--- src/rtl/vga_pkg.sv ---
// -----------------------------------------------------------------------------
// vga_pkg
// Definitions shared between the VGA display path and its image loader:
//   - frame RAM address / data widths (display-side rom_addr / rom_data)
//   - default start-of-image marker byte
//   - loader state encoding
//   - width helper for counters that must hold a value up to a given maximum
// -----------------------------------------------------------------------------
package vga_pkg;

   localparam int unsigned VGA_ADDR_W   = 11;
   localparam int unsigned VGA_DATA_W   = 8;
   localparam logic [7:0]  VGA_HDR_BYTE = 8'hA5;

   typedef enum logic [1:0] {
      ST_IDLE = 2'd0,
      ST_LOAD = 2'd1,
      ST_CHK  = 2'd2,
      ST_FIN  = 2'd3
   } loader_state_e;

   // Bits needed to represent every value in 0..max_val (at least 1).
   function automatic int unsigned cnt_width(input int unsigned max_val);
      return (max_val < 2) ? 1 : $clog2(max_val + 1);
   endfunction

endpackage

--- src/rtl/vga_loader_timeout.sv ---
// -----------------------------------------------------------------------------
// vga_loader_timeout
// Idle-cycle counter for the image loader. Counts cycles while enabled and
// no byte is accepted; expire_o flags the cycle whose end would bring the
// count to TIMEOUT_CYC. A clear in the same cycle overrides expiry, so a
// byte arriving on the last allowed cycle wins.
// Ports:
//   clk_i     clock
//   rst_i     asynchronous active-high reset
//   en_i      count enable (loader is waiting for payload/check bytes)
//   clr_i     clear (byte accepted)
//   expire_o  timeout reached this cycle
// -----------------------------------------------------------------------------
module vga_loader_timeout
   import vga_pkg::*;
#(
   parameter int unsigned TIMEOUT_CYC = 1000000
) (
   input  logic clk_i,
   input  logic rst_i,
   input  logic en_i,
   input  logic clr_i,
   output logic expire_o
);

   localparam int unsigned     CNT_W = cnt_width(TIMEOUT_CYC);
   localparam logic [CNT_W-1:0] LAST = CNT_W'(TIMEOUT_CYC - 1);

   logic [CNT_W-1:0] cnt_q;
   logic [CNT_W-1:0] cnt_d;

   always_comb begin
      cnt_d = cnt_q;
      if (clr_i) begin
         cnt_d = '0;
      end else if (en_i && (cnt_q != LAST + 1'b1)) begin
         cnt_d = cnt_q + 1'b1;
      end
   end

   always_ff @(posedge clk_i or posedge rst_i) begin
      if (rst_i) begin
         cnt_q <= '0;
      end else begin
         cnt_q <= cnt_d;
      end
   end

   assign expire_o = en_i && !clr_i && (cnt_q == LAST);

endmodule

--- src/rtl/vga_image_loader.sv ---
// -----------------------------------------------------------------------------
// vga_image_loader
// Write side of the VGA frame RAM. Takes a valid/ready byte stream, waits for
// the HDR_BYTE marker, then writes DEPTH payload bytes to consecutive RAM
// addresses (one cycle after each transfer) and marks the image valid.
// An idle gap of TIMEOUT_CYC cycles during a load aborts it with load_err.
//
// Optional build macro VGA_IMAGE_LOADER_CHECKSUM_EN: one extra byte after the
// payload must equal the XOR of all payload bytes, otherwise the load fails.
//
// Ports:
//   clk, rst             clock, asynchronous active-high reset
//   in_data/in_valid     stream byte and its valid
//   in_ready             loader can accept a byte
//   ram_wr_en/addr/data  frame RAM write port
//   load_busy            loader not idle
//   load_done            one-cycle pulse on a successful load
//   load_err             sticky error, cleared by the next header
//   img_valid            RAM holds a complete, good image
// -----------------------------------------------------------------------------
module vga_image_loader
   import vga_pkg::*;
#(
   parameter int unsigned        ADDR_W      = VGA_ADDR_W,
   parameter int unsigned        DATA_W      = VGA_DATA_W,
   parameter int unsigned        DEPTH       = 2048,
   parameter logic [DATA_W-1:0]  HDR_BYTE    = VGA_HDR_BYTE,
   parameter int unsigned        TIMEOUT_CYC = 1000000
) (
   input  logic              clk,
   input  logic              rst,
   input  logic [DATA_W-1:0] in_data,
   input  logic              in_valid,
   output logic              in_ready,
   output logic              ram_wr_en,
   output logic [ADDR_W-1:0] ram_addr,
   output logic [DATA_W-1:0] ram_data,
   output logic              load_busy,
   output logic              load_done,
   output logic              load_err,
   output logic              img_valid
);

   // Terminal index compared against the count, so DEPTH = 2^ADDR_W never
   // relies on counter overflow.
   localparam logic [ADDR_W-1:0] LAST_IDX = ADDR_W'(DEPTH - 1);

   loader_state_e     state_q;
   logic [ADDR_W-1:0] cnt_q;
   logic              in_ready_q;
   logic              wr_en_q;
   logic [ADDR_W-1:0] addr_q;
   logic [DATA_W-1:0] data_q;
   logic              done_q;
   logic              err_q;
   logic              valid_q;
`ifdef VGA_IMAGE_LOADER_CHECKSUM_EN
   logic [DATA_W-1:0] xor_q;
`endif

   logic xfer;
   logic tmo_en;
   logic tmo_exp;

   assign xfer   = in_valid && in_ready_q;
   assign tmo_en = (state_q == ST_LOAD) || (state_q == ST_CHK);

   // Entry to LOAD is always a byte transfer, so clearing on every transfer
   // also covers the clear-on-entry case.
   vga_loader_timeout #(
      .TIMEOUT_CYC (TIMEOUT_CYC)
   ) u_timeout (
      .clk_i    (clk),
      .rst_i    (rst),
      .en_i     (tmo_en),
      .clr_i    (xfer),
      .expire_o (tmo_exp)
   );

   always_ff @(posedge clk or posedge rst) begin
      if (rst) begin
         state_q    <= ST_IDLE;
         cnt_q      <= '0;
         in_ready_q <= 1'b0;
         wr_en_q    <= 1'b0;
         addr_q     <= '0;
         data_q     <= '0;
         done_q     <= 1'b0;
         err_q      <= 1'b0;
         valid_q    <= 1'b0;
`ifdef VGA_IMAGE_LOADER_CHECKSUM_EN
         xor_q      <= '0;
`endif
      end else begin
         wr_en_q <= 1'b0;
         done_q  <= 1'b0;
         case (state_q)
            ST_IDLE: begin
               in_ready_q <= 1'b1;
               if (xfer && (in_data == HDR_BYTE)) begin
                  state_q <= ST_LOAD;
                  cnt_q   <= '0;
                  err_q   <= 1'b0;
                  valid_q <= 1'b0;
`ifdef VGA_IMAGE_LOADER_CHECKSUM_EN
                  xor_q   <= '0;
`endif
               end
            end

            ST_LOAD: begin
               if (xfer) begin
                  wr_en_q <= 1'b1;
                  addr_q  <= cnt_q;
                  data_q  <= in_data;
`ifdef VGA_IMAGE_LOADER_CHECKSUM_EN
                  xor_q   <= xor_q ^ in_data;
`endif
                  if (cnt_q == LAST_IDX) begin
`ifdef VGA_IMAGE_LOADER_CHECKSUM_EN
                     state_q    <= ST_CHK;
`else
                     state_q    <= ST_FIN;
                     in_ready_q <= 1'b0;
                     done_q     <= 1'b1;
                     valid_q    <= 1'b1;
`endif
                  end else begin
                     cnt_q <= cnt_q + 1'b1;
                  end
               end else if (tmo_exp) begin
                  state_q <= ST_IDLE;
                  err_q   <= 1'b1;
               end
            end

            ST_CHK: begin
`ifdef VGA_IMAGE_LOADER_CHECKSUM_EN
               if (xfer) begin
                  if (in_data == xor_q) begin
                     state_q    <= ST_FIN;
                     in_ready_q <= 1'b0;
                     done_q     <= 1'b1;
                     valid_q    <= 1'b1;
                  end else begin
                     state_q <= ST_IDLE;
                     err_q   <= 1'b1;
                  end
               end else if (tmo_exp) begin
                  state_q <= ST_IDLE;
                  err_q   <= 1'b1;
               end
`else
               state_q <= ST_IDLE;
`endif
            end

            ST_FIN: begin
               state_q    <= ST_IDLE;
               in_ready_q <= 1'b1;
            end

            default: begin
               state_q <= ST_IDLE;
            end
         endcase
      end
   end

   assign in_ready  = in_ready_q;
   assign ram_wr_en = wr_en_q;
   assign ram_addr  = addr_q;
   assign ram_data  = data_q;
   assign load_busy = (state_q != ST_IDLE);
   assign load_done = done_q;
   assign load_err  = err_q;
   assign img_valid = valid_q;

endmodule
--- config.mk ---
export PLATFORM = sky130hd
export DESIGN_NAME = vga_image_loader
export DESIGN_NICKNAME = d
export VERILOG_FILES = /design/src/rtl/vga_pkg.sv /design/src/rtl/vga_loader_timeout.sv /design/src/rtl/vga_image_loader.sv
export SDC_FILE = /design/constraint.sdc
export NUM_CORES = 1
export LEC_CHECK = 0
export ABC_CLOCK_PERIOD_IN_PS = 2300
export BUFFER_PORTS_ARGS = -buffer_cell sky130_fd_sc_hd__buf_4
export CAP_MARGIN = 20
export CORE_MARGIN = 2
export CORE_UTILIZATION = 58
export DETAILED_ROUTE_END_ITERATION = 10
export PLACE_DENSITY_LB_ADDON = 0.3
export SLEW_MARGIN = 20
export SYNTH_ARGS = -nofsm -noshare
export SYNTH_HDL_FRONTEND = slang
export SYNTH_SLANG_ARGS = --single-unit
--- constraint.sdc ---
create_clock -name clk -period 2.3 [get_ports clk]
set_input_delay 0.46 -clock clk [delete_from_list [all_inputs] [get_ports clk]]
set_output_delay 0.46 -clock clk [all_outputs]
set_load 0.03 [all_outputs]
# Word-level counts from Yosys, hierarchy flattened
# Cells that the tools add are included.
op_classes:
  add_sub_neg: 2
  n_eq_ne: 15
  muxes: 26
  n_reduce_logical: 20
ops:
  columns: ["cell", "count"]
  rows:
  - ["20-bit 2-to-1 mux", 2]
  - ["11-bit 2-to-1 mux", 3]
  - ["11-bit one-hot mux with 2 select lines", 1]
  - ["20-bit by 1-bit adder with 20-bit output, second input constant", 1]
  - ["20-bit == test, second input constant", 1]
  - ["20-bit inequality test, second input constant", 1]
  - ["1-bit 2-to-1 mux", 12]
  - ["4-bit AND reduction", 3]
  - ["11-bit by 1-bit adder with 11-bit output, second input constant", 1]
  - ["11-bit == test, second input constant", 1]
  - ["8-bit == test, second input constant", 1]
  - ["2-bit 2-to-1 mux", 4]
  - ["2-bit inequality test, second input constant", 4]
  - ["2-bit nonzero test", 4]
  - ["1-bit one-hot mux with 2 select lines", 3]
  - ["2-bit one-hot mux with 3 select lines", 1]
  - ["3-bit AND reduction", 2]
  - ["1-bit logical AND", 5]
  - ["2-bit == test, second input constant", 2]
  - ["2-bit by 1-bit inequality test with 1-bit output, second input constant", 2]
  - ["2-bit OR reduction", 2]
  - ["3-bit by 2-bit inequality test with 1-bit output, second input constant", 1]
  - ["3-bit inequality test, second input constant", 1]
  - ["2-bit by 1-bit == test with 1-bit output, second input constant", 1]
  - ["other kinds (4)", 4]
totals:
  ff_bits: 57
  inputBits: 11
  output_inout_bits: 25
  wordCells: 73

# Logic depth before layout (Yosys ltp)
# Gate-level depths: netlist (run 1).
logic_depth:
  word_depth: 7
  depth_mapped: 7
  ltp_nobuf: 6

# Cells and area by module
# A second synthesis (run 1) with hierarchy kept.
unflattened:
  cells_unflattened: 306
  hier_area_um2: 2927.8
by_module_without_submodules:
  columns: ["mod", "n_inst", "cells_per_inst", "area_each_um2", "seq_area_each_um2"]
  rows:
  - ["vga_image_loader", 1, 191, 1831.8, 925.9]
  - ["vga_loader_timeout", 1, 115, 1096.1, 500.5]

# Worst setup path before layout (run 1)
# Ideal clock, no wire load.
synth_path:
  path_type: "reg2reg"
  start: "reg state_q[1]"
  end: "reg u_timeout.cnt_q[17]"
  t_arrival_ps: 1842
  setup_slack_ps: 380
  stages_incl_launch_ff: 8
  path_buffers: 1
  period_less_slack_ps: 1920
  path_cell_list: "dfrtp_1 -> inv_1 -> ha_1 -> and3_1 -> clkbuf_1 -> nand3_1 -> or4_1 -> a21oi_1"
synth_via:
  elab_chain_cells: 4
  elab_cells_between_ends: 5
synth_lines:
  columns: ["item", "line", "source"]
  rows:
  - ["from (decl)", "vga_image_loader.sv:48", "loader_state_e state_q;"]
  - ["from (signal assigned)", "vga_image_loader.sv:82", "state_q <= ST_IDLE;"]
  - ["from (signal assigned)", "vga_image_loader.sv:101", "state_q <= ST_LOAD;"]
  - ["from (signal assigned)", "vga_image_loader.sv:123", "state_q <= ST_FIN;"]
  - ["2-bit by 1-bit == test with 1-bit output / 2-bit == test (equally long branches)", "vga_image_loader.sv:66", "assign tmo_en = (state_q == ST_LOAD) || (state_q == ST_CHK);"]
  - ["1-bit logical OR *", "vga_image_loader.sv:66", null]
  - ["1-bit logical AND *", "vga_loader_timeout.sv:36", "end else if (en_i && (cnt_q != LAST + 1'b1)) begin"]
  - ["2-bit nonzero test (no line) *", null, null]
  - ["to (signal assigned)", "vga_loader_timeout.sv:45", "cnt_q <= cnt_d;"]
  - ["to (decl)", "vga_loader_timeout.sv:29", "logic [CNT_W-1:0] cnt_q;"]
# Every way passes the cells marked *; elsewhere a longest branch is shown, timed or not.
# A chain may end at the register's enable or synchronous reset.

# Final worst setup path (run 1)
# Ends and elaborated chain as after synthesis.

==> results of run 1 <==
-- timing repair --
action | CTS | global route
resized for setup | 0 | 1
setup endpoints to repair | 0 | 1
buffers inserted | 0 | 0
-- layer usage --
| layer | GRT usage | up-vias | share of wire |
|---|---|---|---|
| met3 | 0.0495 | 13 | 0.070 |
| met4 | 0.131 | 0 | 0.020 |
| met5 | 0 | - | 0 |
| li1 | - | 1217 | - |
| met2 | 0.387 | 91 | 0.45 |
| met1 | 0.358 | 1240 | 0.46 |
-- path summary, 6_finish.rpt --
path / from / endpoint / slack (ns) / depth (start not counted)
worst max-delay path: state_q[1]$_DFFE_PP0P_ / u_timeout.cnt_q[17]$_DFFE_PP0P_ / 0.23 / 6
worst min-delay path: rst / u_timeout.cnt_q[11]$_DFFE_PP0P_ / 0.31 / 3
worst max register to register: state_q[1]$_DFFE_PP0P_ / u_timeout.cnt_q[17]$_DFFE_PP0P_ / 0.23 / 6
worst min register to register: ram_data[6]$_DFFE_PP0P_ / ram_data[6]$_DFFE_PP0P_ / 0.47 / 2
max in group asynchronous: rst / cnt_q[7]$_DFFE_PP0P_ / 1.50 / 3
min in group clk: in_data[6] / ram_data[6]$_DFFE_PP0P_ / 0.33 / 3
-- cell usage after synthesis, types with 2 or more instances --
cell,n
sky130_fd_sc_hd__o211ai_1,2
sky130_fd_sc_hd__nor2_1,15
sky130_fd_sc_hd__or3_1,9
sky130_fd_sc_hd__a21oi_1,12
sky130_fd_sc_hd__a21o_1,3
sky130_fd_sc_hd__ha_1,7
sky130_fd_sc_hd__buf_6,2
sky130_fd_sc_hd__o31ai_1,3
sky130_fd_sc_hd__or4bb_1,2
sky130_fd_sc_hd__xor2_1,7
sky130_fd_sc_hd__or4_1,2
sky130_fd_sc_hd__nand2_1,67
sky130_fd_sc_hd__xnor2_1,3
sky130_fd_sc_hd__nor4_1,6
sky130_fd_sc_hd__nor4b_1,2
sky130_fd_sc_hd__dfrtp_1,57
sky130_fd_sc_hd__a41oi_1,2
sky130_fd_sc_hd__nand4_1,9
sky130_fd_sc_hd__o21ai_0,12
sky130_fd_sc_hd__buf_2,3
sky130_fd_sc_hd__and4bb_2,2
sky130_fd_sc_hd__nor3_1,3
sky130_fd_sc_hd__a31oi_1,10
sky130_fd_sc_hd__and3_1,9
sky130_fd_sc_hd__inv_1,14
sky130_fd_sc_hd__mux2i_1,6
sky130_fd_sc_hd__clkbuf_1,8
sky130_fd_sc_hd__and4_1,3
sky130_fd_sc_hd__nand3_1,12
-- cell families after synthesis --
logic type / share of synthesized area
adders and majority gates: 0.0298
muxes: 0.0205
xor gates and xnor gates: 0.0298
and+or+nand+nor: 0.259
AOI/OAI and AO/OA: 0.133
DFF: 0.486
buffers and inverters: 0.0422
-- where the power goes --
| part | total [mW] | leakage, nW | switching, mW | internal, mW |
|---|---|---|---|---|
| clock | 0.881 | 0.102 | 0.376 | 0.505 |
| combinational | 1.33 | 0.800 | 0.837 | 0.496 |
| sequential | 1.38 | 0.759 | 0.180 | 1.20 |
| total | 3.59 | 1.66 | 1.39 | 2.20 |
-- worst reg2reg max path, cell delays in order (launching register included) --
cell and delay [ns]:
sky130_fd_sc_hd__dfrtp_1 0.37, sky130_fd_sc_hd__inv_1 0.10, sky130_fd_sc_hd__ha_1 0.34, sky130_fd_sc_hd__and3_1 0.32
sky130_fd_sc_hd__nand3_1 0.21, sky130_fd_sc_hd__or4_1 0.50, sky130_fd_sc_hd__a21oi_1 0.14
-- metrics by stage --
stage               hold slack (ns)  area (sq um)   util  total power [mW]  std cells
floorplan                     0.505          2940      -              2.27        316
global placement              0.460          3280  0.681              2.68        413
detailed placement            0.464          3280  0.681              2.71        413
CTS                           0.324          3470  0.721              3.60        429
global route                  0.337          3480  0.722              3.82        429
finish                        0.313          3480  0.722              3.59        429
-- registers in the layout, indices dropped and copies added (netlist names) --
register / count
cnt_q: 11
img_valid: 1
in_ready: 1
load_done: 1
load_err: 1
ram_addr: 11
ram_data: 8
ram_wr_en: 1
state_q: 2
u_timeout.cnt_q: 20
-- area by class of cell --
class	count	area share
clock buffers	14	0.0525
clock inverters	2	0.00288
inverters	14	0.0151
multi-input cells	231	0.400
flip-flops and latches	57	0.410
well taps	67	0.0241
repair buffers	44	0.0950
==> results.md, run 1 <==
- The footprint of the multi-input gates is 1390 sq um.
- Static timing analysis puts the maximum clock frequency at 0.483 GHz.
- On the worst path, the slowest cell contributes a delay of 0.50 ns.
- The run finished with clean final reports.
- The net count after synthesis is 334.
- The first detailed-routing pass took 4 iterations.
- For this run, the register share of the synthesized area comes to 0.486.
- The number of antenna diodes in the final layout is 0.
- The library cells used most frequently in the layout, excluding fill and tap cells, are sky130_fd_sc_hd__nand2_1 (67), sky130_fd_sc_hd__dfrtp_1 (57), sky130_fd_sc_hd__buf_4 (44), sky130_fd_sc_hd__nor2_1 (15).
- Yosys mapped a number of flops with a built-in enable equal to 0.
- In the global route stage, overall resource usage came out at 0.257.
- In the final layout, the share of cells above drive strength 1 is 0.191.
- STA puts the critical path data required time at 2.56 ns.
- The number of antenna violations at the first check in global routing is 0.
- The leakage power summed over all cells is 1.66 nW.
- For this configuration, the core starts out at a cell density of 0.609.
- In this run the count of I/O pins placed on the die edge is 36.
- The largest fanout of any net on the critical path is 7.
- The first-pass GRT wire length is 10800 um.
- Across all setup checks in the final design, the least slack found is 0.230 ns.
- Prior to clock tree synthesis, the placed netlist has a worst setup slack of 0.257 ns.
- The cell area power density is 1030 nW/um^2.
- The average vias per placed instance is 5.97.
- The area growth from synthesis to layout is 18.5%.
- The cell family contributing the most delay on the critical path is simple AND/OR/NAND/NOR gates.
- The number of hold violations in the final report was 0.
- Among all stages on the critical path, the largest delay is contributed by sky130_fd_sc_hd__or4_1.
- Setup repair after global routing left no endpoint under its margin.
- The number of hold buffers added after CTS was 0.
- The filler cell count in the final layout is 385.
- The worst setup path is captured at a flip-flop.
- Together, buffers and inverters on the worst path number 1.
- The overall routed net length is 6610 um.
- The via count is 2561.
- Counting distinct cell types in the post-synthesis netlist gives 53.
- The clock tree from TritonCTS is done.
- The number of port buffers is 35.
- Dividing the detail-routed wire length by the instance count gives 15.4 um.
- The worst hold path belongs to the class primary input to async pin.
- The number of DRC markers in iteration 0 is 205.
- For the final database, setup skew stands at 0.00473 ns.
- The yosys synthesis warning count is 0.
- The kind of start point of the critical path is a flip-flop.
- The level count of the clock H-tree is 3.
- The global placement routability congestion is 0.838.
- The worst-case IR drop observed on VDD is 0.655 mV.
- Of the post-synthesis cell area, the dominant cell type holds 0.486.
- In this run the horizontal extent of the chip is 75.1 um.
- The core region is 4820 sq um.
- The total grt overflow is 0.
- The total half-perimeter wirelength after legalization and detailed placement is 4560 um.
- The number of failing setup endpoints in the final timing report is 0.
- For the finished layout, the period the worst path requires is 2.07 ns.
- The mean post-synth cell area is 9.29 sq um.
- The clock reaches the later pin of the worst-skew pair after 0.33 ns.
- Max-cap violations in this run came to 0.
- The number of clock buffers inserted by TritonCTS is 9.
- Traced cell by cell, the critical path runs through inv_1 -> ha_1 -> and3_1 -> nand3_1 -> or4_1 -> a21oi_1.
- The via count of the first global-routing pass is 2306.
- The largest net degree at the start of global routing is 58.
- The longest clock path from root to sink contains 2 buffers.
- In this run, synthesis produced a sequential element count of 57.
- The storage element area is 1430 sq um.
- The number of antenna-violating nets in the routed design is 0.
- The post-synthesis cell count is 316.
- Data on the critical path arrives at its endpoint at 2.33 ns.
- At the pin with the least slew margin, the transition time is 0.706 ns.
- The post-synthesis cell area is 2940 sq um.
- The detailed-route DRC error count is 0.
- The fraction of the cycle the final worst path needs is 0.900.
- The die footprint is 5650 sq um.
- The floorplan has 25 rows.
- The total number of nets in the final design is 375.
- Ranked by total cell area, the synthesized netlist is headed by sky130_fd_sc_hd__dfrtp_1 (49%), sky130_fd_sc_hd__nand2_1 (8.6%), sky130_fd_sc_hd__ha_1 (3.0%), sky130_fd_sc_hd__a31oi_1 (2.1%), sky130_fd_sc_hd__xor2_1 (2.1%).
- The clock-pin transition on the worst setup and hold timing paths is 0.06 ns.
- The setup path with the least slack is of type flip-flop to flip-flop.
- The library cell occupying the most area in the post-synthesis netlist is sky130_fd_sc_hd__dfrtp_1.
- The total number of clock tree sinks is 57.
- The max-slew violation count was 0.
- The library cell used most frequently in the layout, excluding fill and tap cells, is sky130_fd_sc_hd__nand2_1.
- The fraction of registers with async set/reset is 1.00.
- The buffer cell driving the clock tree root is sky130_fd_sc_hd__clkbuf_8.
- Setup total negative slack on the finished layout was measured at 0 ns.
- In this run the tightest slew margin relative to its limit is 0.530.
- The commonest register cell after synthesis is sky130_fd_sc_hd__dfrtp_1.
- From bottom edge to top edge, the die measures 75.1 um.
Note: power is estimated with default switching activity, not from simulation.
==> inputs of run 2 (changes only) <==
--- a/config.mk
+++ b/config.mk
@@ -9,7 +9,7 @@
 export BUFFER_PORTS_ARGS = -buffer_cell sky130_fd_sc_hd__buf_4
 export CAP_MARGIN = 20
 export CORE_MARGIN = 2
-export CORE_UTILIZATION = 58
+export CORE_UTILIZATION = 25
 export DETAILED_ROUTE_END_ITERATION = 10
 export PLACE_DENSITY_LB_ADDON = 0.3
 export SLEW_MARGIN = 20
==> results.md, run 2 (synthesis gave the netlist of run 1 again) <==
- The overall routed net length is 6950 um.
- The die width is 112 um.
- After detailed routing, the average wire length per cell comes to 13.8 um.
- At the later pin of the worst-skew pair, clock insertion delay measures 0.32 ns.
- The number of antenna violations at the first check in global routing is 0.
- Dividing the detail-routed via count by the number of cells gives 4.87.
- For this configuration, the core starts out at a cell density of 0.257.
- The number of flip-flops under the largest register name is 20.
- The max-slew violation count was 0.
- Ranked by flip-flop count, first place goes to u_timeout.cnt_q.
- The H-tree generated during clock tree synthesis spans 3 levels.
- Leaving out fill and tap cells, the most frequent cell in the layout is sky130_fd_sc_hd__nand2_1.
- The reg2reg setup slack is 0.26 ns.
- The via count of the first global-routing pass is 2374.
- The buffer cell driving the clock tree root is sky130_fd_sc_hd__clkbuf_16.
- The kind of start point of the critical path is a flip-flop.
- The count of cells in the finished layout, fillers not included, comes to 505.
- The number of detailed-routing iterations run before antenna repair is 4.
- After clock tree synthesis, the clock-pin slew on the worst setup and hold paths is 0.05 ns.
- The number of maximum-capacitance constraint violations is 0.
- The worst setup path category is flip-flop to flip-flop.
- The worst-case clock buffer depth is 2.
- The via count is 2457.
- The total number of nets in the final design is 376.
- The number of antenna-violating nets in the routed design is 0.
- The detailed-route DRC error count is 0.
- The flow ran to the end, and the final reports show no timing, DRC or antenna violations.
- Setup repair after global routing left no endpoint under its margin.
- The area inside the core boundary is 11400 sq um.
- The number of DRC markers in iteration 0 is 206.
- The first-pass GRT wire length is 11900 um.
- The site row count is 39.
- Of the available clock period, the critical path in the final layout requires 0.887.
- Clock tree synthesis inserted a total of 9 buffers.
- The number of primary I/O pins is 36.
- The largest fanout of any net on the critical path is 7.
- Input and output buffers added on the ports amount to 35.
- The die boundary height is 112 um.
- The post-CTS setup repair buffer count is 0.
- The total grt overflow is 0.
- Setup violations remaining at the end of the flow were counted as 0.
- The filler cell count in the final layout is 1209.
- For the worst setup path, the data required time is 2.55 ns.
- The class of the tightest hold or removal check is primary input to async pin.
- Between clock sinks in the finished design, the worst skew comes to 0.00597 ns.
- The largest net degree at the start of global routing is 58.
- The number of hold buffers added after CTS was 0.
- The number of resized instances in the post-cts repair step is 0.
- At the worst endpoint, the arrival time is 2.29 ns.
- The number of antenna diodes in the final layout is 0.
- The time the worst path needs with I/O delays and setup is 2.04 ns.
- The library cells used most frequently in the layout, excluding fill and tap cells, are sky130_fd_sc_hd__nand2_1 (67), sky130_fd_sc_hd__dfrtp_1 (57), sky130_fd_sc_hd__buf_4 (44), sky130_fd_sc_hd__nor2_1 (15), sky130_fd_sc_hd__inv_1 (13).
- The cell area power density is 1100 nW/um^2.
- The total track usage is 0.118.
- Once placement completed, the tool counted placed cells totaling 490.
- The leakage power summed over all cells is 1.72 nW.
- The relative slew slack is 0.625.
- The achievable clock frequency is 0.490 GHz.
- The number of hold violations in the final report is 0.
- The global placement routability congestion is 0.818.
- The die footprint is 12600 sq um.
- Across the VDD grid, the largest voltage drop is 0.442 mV.
- From synthesis to final layout, the design area changed by 25.7%.
- The total number of clock tree sinks is 57.
- TritonCTS built the clock tree.
- The worst setup path is captured at a flip-flop.
- In the final layout, the share of cells above drive strength 1 is 0.188.
- The total negative slack is 0 ns.
- Once detailed placement completed, the half-perimeter wirelength came to 4840 um.
- The transition time at the pin with the least slew margin is 0.556 ns.
[run 2: area by class of cell]
| cell class | count | area, sq um | area share |
|---|---|---|---|
| flip-flops and latches | 57 | 1430 | 0.387 |
| inverters | 14 | 52.6 | 0.0142 |
| multi-input cells | 231 | 1390 | 0.375 |
| well taps | 143 | 179 | 0.0485 |
| repair buffers | 45 | 350 | 0.0949 |
| clock buffers | 12 | 256 | 0.0695 |
| clock inverters | 3 | 40.0 | 0.0109 |
[run 2: routing by layer]
metal / vias to the layer above / share of wire / wire length, um / global-route usage
li1: 1223 / - / - / -
met1: 1177 / 0.49 / 3430 / 0.165
met2: 48 / 0.43 / 3020 / 0.164
met3: 9 / 0.051 / 352 / 0.0362
met4: 0 / 0.021 / 145 / 0.0610
met5: - / 0 / 0 / 0
[run 2: worst paths after layout]
path	start	to	depth (start not counted)
max	state_q[1]$_DFFE_PP0P_	u_timeout.cnt_q[17]$_DFFE_PP0P_	6
min	rst	ram_data[3]$_DFFE_PP0P_	3
max reg2reg	state_q[1]$_DFFE_PP0P_	u_timeout.cnt_q[17]$_DFFE_PP0P_	6
min reg2reg	ram_data[2]$_DFFE_PP0P_	ram_data[2]$_DFFE_PP0P_	2
max in group asynchronous	rst	ram_data[2]$_DFFE_PP0P_	3
min in group clk	in_data[4]	ram_data[4]$_DFFE_PP0P_	3
[run 2: through the flow]
step | worst slack [ns] | hold WS, ns | cell area (sq um) | power [mW] | util
after floorplan | 0.380 | 0.505 | 2940 | 2.27 | -
after global routing | 0.109 | 0.216 | 3690 | 4.29 | 0.323
after global placement | 0.300 | 0.462 | 3390 | 2.72 | 0.297
after detailed placement | 0.250 | 0.465 | 3390 | 2.74 | 0.297
final | 0.261 | 0.183 | 3690 | 4.04 | 0.323
after CTS | 0.251 | 0.208 | 3690 | 4.09 | 0.323
[run 2: critical path, cell delays in order (launching register included)]
cell and delay [ns]:
sky130_fd_sc_hd__dfrtp_1 0.37, sky130_fd_sc_hd__inv_1 0.10, sky130_fd_sc_hd__ha_1 0.34, sky130_fd_sc_hd__and3_1 0.30, sky130_fd_sc_hd__nand3_1 0.20, sky130_fd_sc_hd__or4_1 0.50
sky130_fd_sc_hd__a21oi_1 0.15
[run 2: power breakdown]
group / total, mW / switching (mW) / internal (mW)
clock: 1.33 / 0.443 / 0.886
combinational: 1.33 / 0.830 / 0.502
sequential: 1.38 / 0.180 / 1.20
==> inputs of run 3 (changes only) <==
--- a/config.mk
+++ b/config.mk
@@ -5,11 +5,11 @@
 export SDC_FILE = /design/constraint.sdc
 export NUM_CORES = 1
 export LEC_CHECK = 0
-export ABC_CLOCK_PERIOD_IN_PS = 2300
+export ABC_CLOCK_PERIOD_IN_PS = 2500
 export BUFFER_PORTS_ARGS = -buffer_cell sky130_fd_sc_hd__buf_4
 export CAP_MARGIN = 20
 export CORE_MARGIN = 2
-export CORE_UTILIZATION = 25
+export CORE_UTILIZATION = 50
 export DETAILED_ROUTE_END_ITERATION = 10
 export PLACE_DENSITY_LB_ADDON = 0.3
 export SLEW_MARGIN = 20
==> constraint.sdc (replaced) <==
create_clock -name clk -period 2.5 [get_ports clk]
set_input_delay 0.5 -clock clk [delete_from_list [all_inputs] [get_ports clk]]
set_output_delay 0.5 -clock clk [all_outputs]
set_load 0.03 [all_outputs]
==> results.md, run 3 (synthesis gave the netlist of run 1 again) <==
- The flow ran to the end, and the final reports show no timing, DRC or antenna violations.
- The total number of clock tree sinks is 57.
- Measured along the y axis, the die boundary spans 80.6 um.
- The number of antenna violations at the first check in global routing is 0.
- The top cell types in the final layout, fill and taps aside, are sky130_fd_sc_hd__nand2_1 (67), sky130_fd_sc_hd__dfrtp_1 (57), sky130_fd_sc_hd__buf_4 (43), sky130_fd_sc_hd__nor2_1 (15), sky130_fd_sc_hd__inv_1 (13).
- The via count is 2514.
- The total negative slack is 0 ns.
- Max-cap violations in this run came to 0.
- For this design the ratio of total power to cell area is 958 nW/um^2.
- At the pin with the least slew margin, the transition time is 0.711 ns.
- The register with the most flip-flops in the layout has 20 of them.
- For this design the static power due to leakage is 1.65 nW.
- Dividing the detail-routed via count by the number of cells gives 5.81.
- The most frequent standard cell in the layout excluding fill and tap cells is sky130_fd_sc_hd__nand2_1.
- During I/O placement, the number of pins put on the boundary was 36.
- The time the worst path needs with I/O delays and setup is 2.11 ns.
- The buffer cell driving the clock tree root is sky130_fd_sc_hd__clkbuf_8.
- The clock tree from TritonCTS is done.
- In the final layout, the share of cells above drive strength 1 is 0.180.
- The floorplan has 27 rows.
- The required time at the endpoint of the critical path is 2.77 ns.
- Once the clock tree was built, the setup fixing pass inserted 0 buffers.
- The total area inside the core boundary comes to 5570 sq um.
- The average detailed-routed wire length per instance is 15.3 um.
- The area growth from synthesis to layout is 18.1%.
- The first global-routing pass estimated 11300 um of wire.
- The number of clock buffers inserted by TritonCTS is 9.
- The number of failing setup endpoints in the final timing report is 0.
- After legalization and detailed placement, the total HPWL measured 4610 um.
- Before CTS, the worst setup slack after placement is 0.402 ns.
- The die width is 80.6 um.
- The storage element area is 1430 sq um.
- The total power draw is 3.32 mW.
- The number of gates resized after CTS was 0.
- The number of hold violations in the final report is 0.
- The final layout contains 374 nets.
- After layout, the worst setup slack is 0.393 ns.
- The insertion delay of the later-clocked pin in the worst-skew pair is 0.34 ns.
- The class of the tightest hold or removal check is primary input to async pin.
- Setup repair after global routing left no endpoint under its margin.
- Ranked by flip-flop count, first place goes to u_timeout.cnt_q.
- The effective utilization at floorplan is 0.527.
- Final hold analysis gives a worst-case slack of 0.354 ns.
- The congestion estimate from routability-driven global placement came to 0.896.
- The overall routed net length is 6640 um.
- Data arrives at the worst endpoint at 2.37 ns.
- No sink is reached through more buffers than the 2 on the longest clock path.
- The first routing iteration left 258 violations.
- After clock tree synthesis, the flow added hold-fix buffers numbering 0.
- The setup skew after layout is 0.00588 ns.
- In the routed design, unresolved DRC markers number 0.
- Static timing analysis puts the maximum clock frequency at 0.475 GHz.
- The final antenna diode count is 0.
- The setup path with the least slack is of type flip-flop to flip-flop.
- Clock-pin slew was measured on the worst setup and hold paths at 0.06 ns.
- The kind of start point of the critical path is a flip-flop.
- The die covers 6500 sq um.
- Summing all multi-input logic gate instances after layout gives 1390 sq um.
- The largest fanout of any net on the critical path is 8.
- The largest net degree at the start of global routing is 58.
- The relative slew slack is 0.526.
- The max-slew violation count is 0.
- The filler cells instantiated in the layout total 478.
- The via count of the first global-routing pass was 2418.
- STA classifies the critical path endpoint as a flip-flop.
- VDD sags by at most 0.510 mV.
- The total grt overflow is 0.
- The detail route stage leaves a number of antenna-violating nets equal to 0.
- The fraction of the cycle the final worst path needs is 0.843.
- Before antenna repair, the detailed router went through 4 iterations.
- The number of port buffers is 35.
- Across every metal layer, demand over resource in global routing totals 0.231.
- The level count of the clock H-tree is 3.
- The final standard cell utilization of the core is 0.622.
==> run 3: changes by cell type in the layout (fill, tap and decap cells not counted), sizes merged <==
cell,previous run,this run
buf,45,43
clkbuf,12,13
==> run 3: routing by layer <==
metal | routed length, um | GRT usage | vias up
met5 | 0 | 0 | -
met4 | 70 | 0.0949 | 0
met3 | 434 | 0.0596 | 10
met2 | 2950 | 0.338 | 74
met1 | 3180 | 0.326 | 1212
li1 | - | - | 1218
==> run 3: per-stage QoR <==
step | area [sq um] | cells
final | 3470 | 433
after global routing | 3470 | 433
after CTS | 3470 | 433
after detailed placement | 3280 | 417
after global placement | 3280 | 417
after floorplan | 2940 | 316
==> run 3: path summary, 6_finish.rpt <==
kind                       cells after the start  slack (ns)                               to                    start
min reg2reg                                    2        0.48          ram_data[3]$_DFFE_PP0P_  ram_data[3]$_DFFE_PP0P_
max                                            6        0.39  u_timeout.cnt_q[18]$_DFFE_PP0P_   state_q[0]$_DFFE_PP0P_
min in group clk                               3        0.37          ram_data[0]$_DFFE_PP0P_               in_data[0]
min                                            3        0.35  u_timeout.cnt_q[19]$_DFFE_PP0P_                      rst
max reg2reg                                    6        0.39  u_timeout.cnt_q[18]$_DFFE_PP0P_   state_q[0]$_DFFE_PP0P_
max in group asynchronous                      3        1.66          ram_data[5]$_DFFE_PP0P_                      rst
==> run 3: final cells by class <==
cell class	count	area share
flip-flops and latches	57	0.412
multi-input cells	231	0.400
repair buffers	43	0.0931
clock buffers	13	0.0430
well taps	72	0.0260
inverters	14	0.0152
clock inverters	3	0.0116
==> run 3: report_power, final <==
group          switching (mW)  internal, mW
registers               0.167          1.10
clock network           0.351         0.485
logic                   0.766         0.447
==> run 3: critical path: stages (launching register included) <==
cell and delay (ns):
sky130_fd_sc_hd__dfrtp_1 0.38, sky130_fd_sc_hd__inv_1 0.11, sky130_fd_sc_hd__ha_1 0.34, sky130_fd_sc_hd__nand2_1 0.15, sky130_fd_sc_hd__or3_1 0.45, sky130_fd_sc_hd__or4_1 0.45
sky130_fd_sc_hd__a21oi_1 0.15
